==> src/rtl/product_bcd_display.sv <==
// product_bcd_display: converts the multiplier's 16-bit product to BCD with a
// sequential double-dabble engine and drives a 4-digit, time-multiplexed,
// common-anode 7-segment display with the decimal result.
// Optional feature: define LEADING_ZERO_BLANK_EN to blank leading zero digits.

module product_bcd_display #(
   parameter int REFRESH_DIV = 100000,
   parameter int DATA_W      = 16
) (
   input  logic              clk,
   input  logic              reset,
   input  logic              load,
   input  logic [DATA_W-1:0] value,
   output logic              busy,
   output logic              ovf,
   output logic [6:0]        seg,
   output logic [3:0]        anodes
);

   localparam int SCAN_W = (REFRESH_DIV > 1) ? $clog2(REFRESH_DIV) : 1;
   localparam logic [SCAN_W-1:0] SCAN_MAX = SCAN_W'(REFRESH_DIV - 1);
   localparam logic [6:0] SEG_DASH  = 7'b0111111;
   localparam logic [6:0] SEG_BLANK = 7'b1111111;

   typedef enum logic [1:0] {
      ST_IDLE   = 2'd0,
      ST_SHIFT  = 2'd1,
      ST_COMMIT = 2'd2
   } state_t;

   state_t              r_state;
   state_t              w_next;
   logic [DATA_W-1:0]   r_bin;
   logic [19:0]         r_bcd;
   logic [3:0]          r_cnt;
   logic [15:0]         r_disp;
   logic                r_ovf;
   logic [SCAN_W-1:0]   r_scan;
   logic [1:0]          r_idx;
   logic [19:0]         w_adj;
   logic [3:0]          w_digit;
   logic [6:0]          w_seg_digit;
   logic                w_blank;

   // State register for the conversion sequencer.
   always_ff @(posedge clk or posedge reset) begin
      // NOTE: sequential state uses non-blocking (<=) so every register samples
      // pre-edge values; blocking here would create order-dependent races.
      if (reset) r_state <= ST_IDLE;
      else       r_state <= w_next;
   end

   // Next-state logic: IDLE -> SHIFT on load, 16 shifts, one COMMIT cycle.
   always_comb begin
      // NOTE: default assigned first so no path leaves w_next unassigned,
      // which would otherwise infer a latch.
      w_next = r_state;
      case (r_state)
         ST_IDLE:   if (load) w_next = ST_SHIFT;
         ST_SHIFT:  if (r_cnt == 4'd15) w_next = ST_COMMIT;
         ST_COMMIT: w_next = ST_IDLE;
         default:   w_next = ST_IDLE;
      endcase
   end

   // Double-dabble correction: every BCD nibble >= 5 gets +3 before the shift.
   always_comb begin
      w_adj = r_bcd;
      for (int i = 0; i < 5; i++) begin
         if (r_bcd[4*i +: 4] >= 4'd5) w_adj[4*i +: 4] = r_bcd[4*i +: 4] + 4'd3;
      end
   end

   // Conversion datapath and display register; loads are ignored while busy.
   always_ff @(posedge clk or posedge reset) begin
      if (reset) begin
         r_bin  <= '0;
         r_bcd  <= '0;
         r_cnt  <= '0;
         r_disp <= '0;
         r_ovf  <= 1'b0;
      end else begin
         case (r_state)
            ST_IDLE: begin
               if (load) begin
                  r_bin <= value;
                  r_bcd <= '0;
                  r_cnt <= '0;
               end
            end
            ST_SHIFT: begin
               r_bcd <= {w_adj[18:0], r_bin[DATA_W-1]};
               r_bin <= {r_bin[DATA_W-2:0], 1'b0};
               r_cnt <= r_cnt + 4'd1;
            end
            ST_COMMIT: begin
               r_disp <= r_bcd[15:0];
               r_ovf  <= (r_bcd[19:16] != 4'd0);
            end
            default: ;
         endcase
      end
   end

   // Free-running digit scan: advance the digit index on each counter wrap.
   always_ff @(posedge clk or posedge reset) begin
      if (reset) begin
         r_scan <= '0;
         r_idx  <= '0;
      end else if (r_scan == SCAN_MAX) begin
         r_scan <= '0;
         r_idx  <= r_idx + 2'd1;
      end else begin
         r_scan <= r_scan + SCAN_W'(1);
      end
   end

   assign w_digit = r_disp[4*r_idx +: 4];

   // Decimal digit to active-low {g,f,e,d,c,b,a} segment pattern.
   always_comb begin
      w_seg_digit = SEG_BLANK;
      case (w_digit)
         4'd0: w_seg_digit = 7'b1000000;
         4'd1: w_seg_digit = 7'b1111001;
         4'd2: w_seg_digit = 7'b0100100;
         4'd3: w_seg_digit = 7'b0110000;
         4'd4: w_seg_digit = 7'b0011001;
         4'd5: w_seg_digit = 7'b0010010;
         4'd6: w_seg_digit = 7'b0000010;
         4'd7: w_seg_digit = 7'b1111000;
         4'd8: w_seg_digit = 7'b0000000;
         4'd9: w_seg_digit = 7'b0010000;
         default: w_seg_digit = SEG_BLANK;
      endcase
   end

   // Leading-zero blanking: a digit is blank when it and all digits above are zero.
   always_comb begin
      w_blank = 1'b0;
`ifdef LEADING_ZERO_BLANK_EN
      case (r_idx)
         2'd3: w_blank = (r_disp[15:12] == 4'd0);
         2'd2: w_blank = (r_disp[15:8] == 8'd0);
         2'd1: w_blank = (r_disp[15:4] == 12'd0);
         default: w_blank = 1'b0;
      endcase
`else
      w_blank = 1'b0;
`endif
   end

   assign busy   = (r_state != ST_IDLE);
   assign ovf    = r_ovf;
   assign anodes = ~(4'b0001 << r_idx);
   assign seg    = r_ovf   ? SEG_DASH  :
                   w_blank ? SEG_BLANK : w_seg_digit;

endmodule

==> config.mk <==
export PLATFORM = sky130hd
export DESIGN_NAME = product_bcd_display
export DESIGN_NICKNAME = d
export VERILOG_FILES = /design/src/rtl/product_bcd_display.sv
export SDC_FILE = /design/constraint.sdc
export NUM_CORES = 1
export LEC_CHECK = 0
export CORE_MARGIN = 8
export CORE_UTILIZATION = 33
export CTS_CLUSTER_DIAMETER = 120
export CTS_CLUSTER_SIZE = 16
export DETAILED_ROUTE_END_ITERATION = 6
export SLEW_MARGIN = 40
export SYNTH_ARGS = -nofsm -noshare
export SYNTH_HDL_FRONTEND = slang
export SYNTH_SLANG_ARGS = --single-unit
export TNS_END_PERCENT = 10
==> constraint.sdc <==
create_clock -name clk -period 3.3 [get_ports clk]
set_clock_uncertainty 0.1 [all_clocks]
set_input_delay 0.66 -clock clk [delete_from_list [all_inputs] [get_ports clk]]
set_output_delay 0.66 -clock clk [all_outputs]
set_load 0.03 [all_outputs]
======== Yosys cells after proc, flatten, opt, wreduce, memory -nomap -nowiden ========
Memory sizes are Yosys's and may differ from the RTL's.
Index checks and enable logic that the tools add are counted.
word-level totals
  flip-flop bits (word level) ............. 78
  memory bits (read-only) ................. 112
  input bits .............................. 19
  output and inout bits ................... 13
  word-level logic and storage cells ...... 53
  memories kept ........................... 1
cells by class
  $add $sub $neg .......................... 8
  order comparisons ....................... 5
  eq/ne operators ......................... 6
  shift-type cells ........................ 2
  mux-type cells .......................... 16
  bitwise operators ....................... 1
  reduce and logical (&&, ||, !) cells .... 6
memory list
  memory           words  bits a word  read ports  clocked after Yosys merged registers in  write ports  line  text
  (no name shown)  16     7            1           0                                        0            123   case (w_digit)
operators with widths
  cell                   number
  $pmux 20 s2            1
  $pmux 16 s2            1
  $ge 4x3->1 const B     5
  $mux 20                1
  $mux 4                 5
  $add 17x1->17 const B  1
  $eq 17x17->1 const B   1
  $mux 17                1
  $add 4x2->4 const B    4
  $mux 16                1
  $shiftx 16x5->4        1
  $pmux 4 s2             1
  $mux 7                 1
  $add 4x1->4 const B    1
  $eq 4x4->1 const B     1
  $mux 2                 2
  $ne 2x2->1 const B     2
  $not 4->4              1
  $pmux 2 s2             1
  $reduce_and 2->1       2
  $reduce_bool 2->1      2
  $reduce_bool 4->1      1
  $shl 1x2->4 const A    1
  $add 3x2->3 const B    1
  5 further kinds        5

======== Logic depth before layout (Yosys ltp) ========
Gate-level depths: netlist (run 1).
  depth after elaboration ................. 3
  depth in mapped cells ................... 7

======== Worst setup path before layout (run 1) ========
OpenSTA, ideal clock, no wires.
  path type ............................... register to output
  start ................................... register r_idx[0]
  end ..................................... output seg[3]
  data arrival time ....................... 2.260 ns
  data required time ...................... 2.540 ns
  slack ................................... 0.280 ns
  stages on the path, launching flop included .. 8
  buffers on the path ..................... 1
  cells stage by stage .................... dfrtp_1 buf_2 mux4_2 inv_1 ha_1 inv_1 mux2i_1 o21ai_0
between the ends
  cells in the longest elaborated chain, start to end .. 3
RTL lines
  what                      line  text
  start: declaration        39    logic [1:0] r_idx;
  start signal: assignment  112   r_idx <= r_idx + 2'd1;
  $shiftx 16x5->4           118   assign w_digit = r_disp[4*r_idx +: 4];
  $mem_v2 16x7              --
  $mux 7                    156   assign seg = r_ovf ? SEG_DASH :
  end: declaration          16    output logic [6:0] seg,
No other way between the ends.

======== Worst setup path in the final report (run 1) ========
Ends and elaborated chain as after synthesis.

==> results.ini, run 1 <==
[worst_setup_path]
startpoint_type=register
endpoint_kind=output pin
worst-r2r-cell-count=6
cp_cell_sequence=mux4_2 -> inv_1 -> ha_1 -> inv_1 -> mux2i_1 -> o21ai_0 -> clkdlybuf4s15_2
critPathArrivalTime_ns=2.35
worst-path-max-fanout=6
critPathSlowestCell=mux4_2
crit_type=register to output pin
crit_top_cell=inv_1
max_stage_delay_ns=0.60
critPathRequiredTime_ns=2.54

[placed_design]
dp_hpwl_mm=5.744
gp_congestion=0.7474
port_buffers=31
dp.cells=568

[final_layout]
final_common_cell=dfrtp_1
fin_util_pct=40.24
area_growth_pct=19.44
antenna_cells=0
layout_common_cells=dfrtp_1 (77), nand2_1 (52), o21ai_0 (50)
stdcell_count=584
fillers=1187
multi_input_area_sq_mm=0.001906
fin_nets=474
regArea_sq_mm=0.001953
drive_above_1_share_pct=11.67

[power]
seqPwrFrac_pct=36.8
ir_drop_mv=0.3614
p_sw_mw=1.553
combPwrFrac_pct=40.5
p_int_mw=2.471
power.density_mw_per_mm2=835.8
cellLeakagePower_nw=2.110
pwr-share-clk_pct=22.6
power_mw=4.023
swShare_pct=38.59

[timing]
hold_slack_ns=0.3836
finalCritPeriodShare_pct=94.31
final_max_slew_viol_count=0
fin_setup_tns_ns=0
layout_min_cycle_time_ns=3.112
grt_setup_unrepaired=false
setup_viol=0
tightest_slew_ns=0.7869
fmax_mhz=321.3
final_hold_viol_count=0
timing.max_slew.rel_slack_pct=47.54

[synthesis]
ys_seq_area_share_pct=48.43
syn_area_sq_mm=0.004030
yosysUniqueCellTypes=39
synthArstFlopShare_pct=100.0
synth-main-ff-cell=dfrtp_1
ys_warn_count=0
avgSynthCellArea_sq_um=10.10
synth_nets=441
ys_ff_latch=78
synth_edf_count=0
postSynthCellCount=399

[routing]
wl_met3_microns=427
drtAntennaViolNets=0
wirelength_met1_mm=4.003
vias=2929
highest_layer=met4
wl_per_cell_microns=13.95
first_pass_iters=4
met2RoutedLength_mm=3.601
vias_per_cell=5.015
postRouteWirelength_mm=8.145
drc=0
drt_iter0_markers=148

[floorplanning]
io_pins=32
fp.dieW_microns=126.5
dieArea_sq_mm=0.01600
placement_rows=40
core_sq_mm=0.01196
die_h_microns=126.5
start_util_pct=33.69

[worst_hold_path]
hp-class=register to register
hold_path_depth=2

[grt]
antenna_found_initial=0
grt_pass1_wl_mm=14.17
first_global_vias=2922
overflow=0
grt_max_degree=48
grt.total_usage_pct=10.82

[clock_network]
clock-sinks=78
path_clk_slew_ns=0.06
insertion_delay_ns=0.33
htreeDepth=3
cts_made_buffers=9
clock_path_buffers=2
cts_root_buf=clkbuf_16
cts_tree=built

[job]
drv_cap=0

[status]
status=finished clean

metal layers:
layer / up-vias / global-route usage, %
met5: - / 0
met4: 0 / 4.317
met3: 9 / 3.561
met2: 57 / 15.88
met1: 1421 / 14.36
li1: 1442 / -
power groups by stage:
stage	sequential, mW	combinational (mW)	clock [mW]
2_1_floorplan	1.43	1.22	0
3_3_place_gp	1.49	1.64	0
3_5_place_dp	1.50	1.70	0
4_1_cts	1.48	1.66	0.943
5_1_grt	1.52	1.83	0.987
6_report	1.48	1.63	0.911
state kept, by name (all words and copies together) (netlist names):
| register | flops |
|---|---|
| ovf | 1 |
| r_idx | 2 |
| r_cnt | 4 |
| r_bin | 16 |
| r_scan | 17 |
| r_disp | 16 |
| r_bcd | 20 |
| r_state | 2 |
final cells by class:
| type | count | area share, % |
|---|---|---|
| clock buffers | 11 | 5.043 |
| repair buffers | 41 | 8.396 |
| flip-flops and latches | 78 | 40.58 |
| inverters | 24 | 1.872 |
| clock inverters | 5 | 0.7018 |
| multi-input cells | 278 | 39.59 |
| well taps | 147 | 3.821 |
path summary, 6_finish.rpt:
kind / startpoint / endpoint / slack (ns)
worst min-delay path: r_bin[5] / r_bin[5] / 0.38
worst max-delay path: r_idx[0] / seg[3] / 0.19
min in group asynchronous: reset / r_scan[14] / 0.53
max in group asynchronous: reset / r_bcd[15] / 1.99
worst max register to register: r_scan[0] / r_idx[1] / 1.11
worst min register to register: r_bin[5] / r_bin[5] / 0.38
through the flow:
step	setup slack, ns	cell area (sq um)
2_1_floorplan	0.2805	4030
3_3_place_gp	0.1515	4542
3_5_place_dp	0.05625	4542
4_1_cts	0.06828	4812
5_1_grt	0.01286	4813
6_report	0.1877	4813
synthesized netlist by cell type, types with 3 or more instances:
library cell  count  share of area, %
dfrtp_1          78                48
nand2_1          52               4.8
o21ai_0          50               6.2
inv_1            24               2.2
ha_1             23               7.1
xnor2_1          16               3.5
a22oi_1          15               2.8
nor2_1           15               1.4
a21oi_1          14               1.7
clkbuf_1         12               1.1
mux2_2           11               3.1
nand3_1          11               1.4
nor3_1            8              0.99
xor2_1            7               1.5
buf_2             6              0.75
nand2b_1          6              0.93
nor2b_1           6              0.93
a22o_1            5               1.1
mux2i_1           5               1.2
mux4_2            4               2.2
nor3b_1           4              0.75
nand4_1           3              0.47
o31ai_1           3              0.56
critical path, delay by kind of cell, from the launching register on:
kind | cells | cell delay, ns
DFF | 1 | 0.44
AOI/OAI and AO/OA | 1 | 0.16
buffers and inverters | 3 | 0.51
adders and majority gates | 1 | 0.25
muxes | 2 | 0.66
cell families (layout without fill, tap and decap cells):
logic type,count (synthesis),count (layout),share of synthesized area (%)
compound gates,94,94,13.85
xor+xnor,23,23,4.998
fa+ha+maj,23,23,7.141
buf+inv,43,81,4.378
flops,78,78,48.43
mux,20,20,6.551
simple gates,118,118,14.65
what timing repair did:
| item | in CTS | in global routing |
|---|---|---|
| gates resized for setup | 10 | 1 |
| hold buffers | 0 | 0 |
| endpoints found under the setup margin | 7 | 5 |
| cloned | 0 | 0 |
| buffers inserted | 0 | 0 |
Note: power is estimated with default switching activity, not from simulation.
==> run 2: changes to the inputs <==
--- a/config.mk
+++ b/config.mk
@@ -5,10 +5,8 @@
 export SDC_FILE = /design/constraint.sdc
 export NUM_CORES = 1
 export LEC_CHECK = 0
-export CORE_MARGIN = 8
 export CORE_UTILIZATION = 33
 export CTS_CLUSTER_DIAMETER = 120
-export CTS_CLUSTER_SIZE = 16
 export DETAILED_ROUTE_END_ITERATION = 6
 export SLEW_MARGIN = 40
 export SYNTH_ARGS = -nofsm -noshare
==> results.ini, run 2 (same netlist as run 1, synthesis figures left out) <==
[status]
status=finished clean

[power]
seqPwrFrac_pct=35.5
cellLeakagePower_nw=2.136
combPwrFrac_pct=38.0
power.density_mw_per_mm2=860.7
power_mw=4.173
swShare_pct=36.61
pwr-share-clk_pct=26.5
p_int_mw=2.645
ir_drop_mv=0.3800
p_sw_mw=1.528

[final_layout]
final_common_cell=dfrtp_1
reg_top3=r_bcd x20, r_scan x17
layout_common_cells=dfrtp_1 (77), nand2_1 (52), o21ai_0 (50)
largest_reg_flops=20
stdcell_count=579
fin_util_pct=41.57
antenna_cells=0
drive_above_1_share_pct=11.70
stdcell_area_sq_mm=0.004848
area_growth_pct=20.30
regMostFlops=r_bcd
fin_nets=473

[timing]
final_hold_viol_count=0
setup_viol=0
tightest_slew_ns=0.7122
layout_min_cycle_time_ns=3.070
finalCritPeriodShare_pct=93.04
timing.max_slew.rel_slack_pct=52.52
final_max_slew_viol_count=0
grt_setup_unrepaired=false
fin_setup_tns_ns=0
hold_slack_ns=0.3829
fin_ws_ns=0.2296
fmax_mhz=325.7

[worst_setup_path]
crit_type=register to output pin
critPathArrivalTime_ns=2.31
rrSetupSlack_ns=1.23
worst-path-max-fanout=5
endpoint_kind=output pin
startpoint_type=register
critPathRequiredTime_ns=2.54

[clock_network]
cts_tree=built
insertion_delay_ns=0.33
clock_path_buffers=2
path_clk_slew_ns=0.06
clock-sinks=78
cts_made_buffers=9
ctsHoldBuffers=0
cts_root_buf=clkbuf_16
htreeDepth=3

[grt]
grt_pass1_wl_mm=13.36
grt.total_usage_pct=13.19
grt_max_degree=50
antenna_found_initial=0
overflow=0
first_global_vias=2825

[floorplanning]
fp.dieW_microns=112.5
die_h_microns=112.5
io_pins=32
dieArea_sq_mm=0.01266
core_sq_mm=0.01166
placement_rows=39
start_util_pct=34.56

[routing]
drc=0
drtAntennaViolNets=0
first_pass_iters=5
wl_per_cell_microns=13.31
drt_iter0_markers=138
vias_per_cell=5.028
vias=2911
postRouteWirelength_mm=7.704

[placed_design]
dp_hpwl_mm=5.316
gp_congestion=0.7745
dp_slack_ns=0.1095
dp.cells=563
port_buffers=31
place_area_sq_mm=0.004517

[worst_hold_path]
hp-class=register to register

[job]
drv_cap=0

run 2: power groups by stage:
stage	Clock (mW)	Combinational, mW	Sequential, mW
6_report	1.11	1.59	1.48
5_1_grt	1.18	1.78	1.52
4_1_cts	1.13	1.60	1.48
3_5_place_dp	0	1.66	1.49
3_3_place_gp	0	1.61	1.48
2_1_floorplan	0	1.22	1.43
run 2: what timing repair did:
| action | in CTS | in global routing |
|---|---|---|
| buffers inserted | 0 | 0 |
| endpoints found under the setup margin | 7 | 4 |
| gates resized for setup | 7 | 4 |
run 2: final cells by class:
class | count | area [sq um]
fillers | 1100 | 6814
flip-flops and latches | 78 | 1953
multi-input cells | 278 | 1906
repair buffers | 40 | 377.9
clock buffers | 12 | 266.5
well taps | 143 | 178.9
inverters | 24 | 90.09
clock inverters | 4 | 76.32
run 2: worst paths after layout:
check                          start        end  depth (start not counted)
min in group asynchronous      reset   r_bin[3]                          2
setup / recovery            r_idx[0]     seg[4]                          7
hold / removal             r_bcd[17]  r_bcd[17]                          2
max in group asynchronous      reset   r_idx[0]                          3
hold reg to reg            r_bcd[17]  r_bcd[17]                          2
setup reg to reg           r_scan[0]   r_idx[1]                          6
run 2: per-layer routing:
layer	part of all wire [%]	GRT usage, %	up-vias
li1	-	-	1443
met1	52	18.34	1406
met2	44	19.92	56
met3	2.9	2.808	6
met4	0.96	5.600	0
met5	0	0	-
run 2: critical path, cell delays in order (launching register included):
cell	delay, ns
dfrtp_2	0.44
mux4_2	0.58
inv_1	0.13
ha_1	0.16
inv_1	0.05
nor3b_1	0.19
o21bai_1	0.09
dlygate4sd2_1	0.35
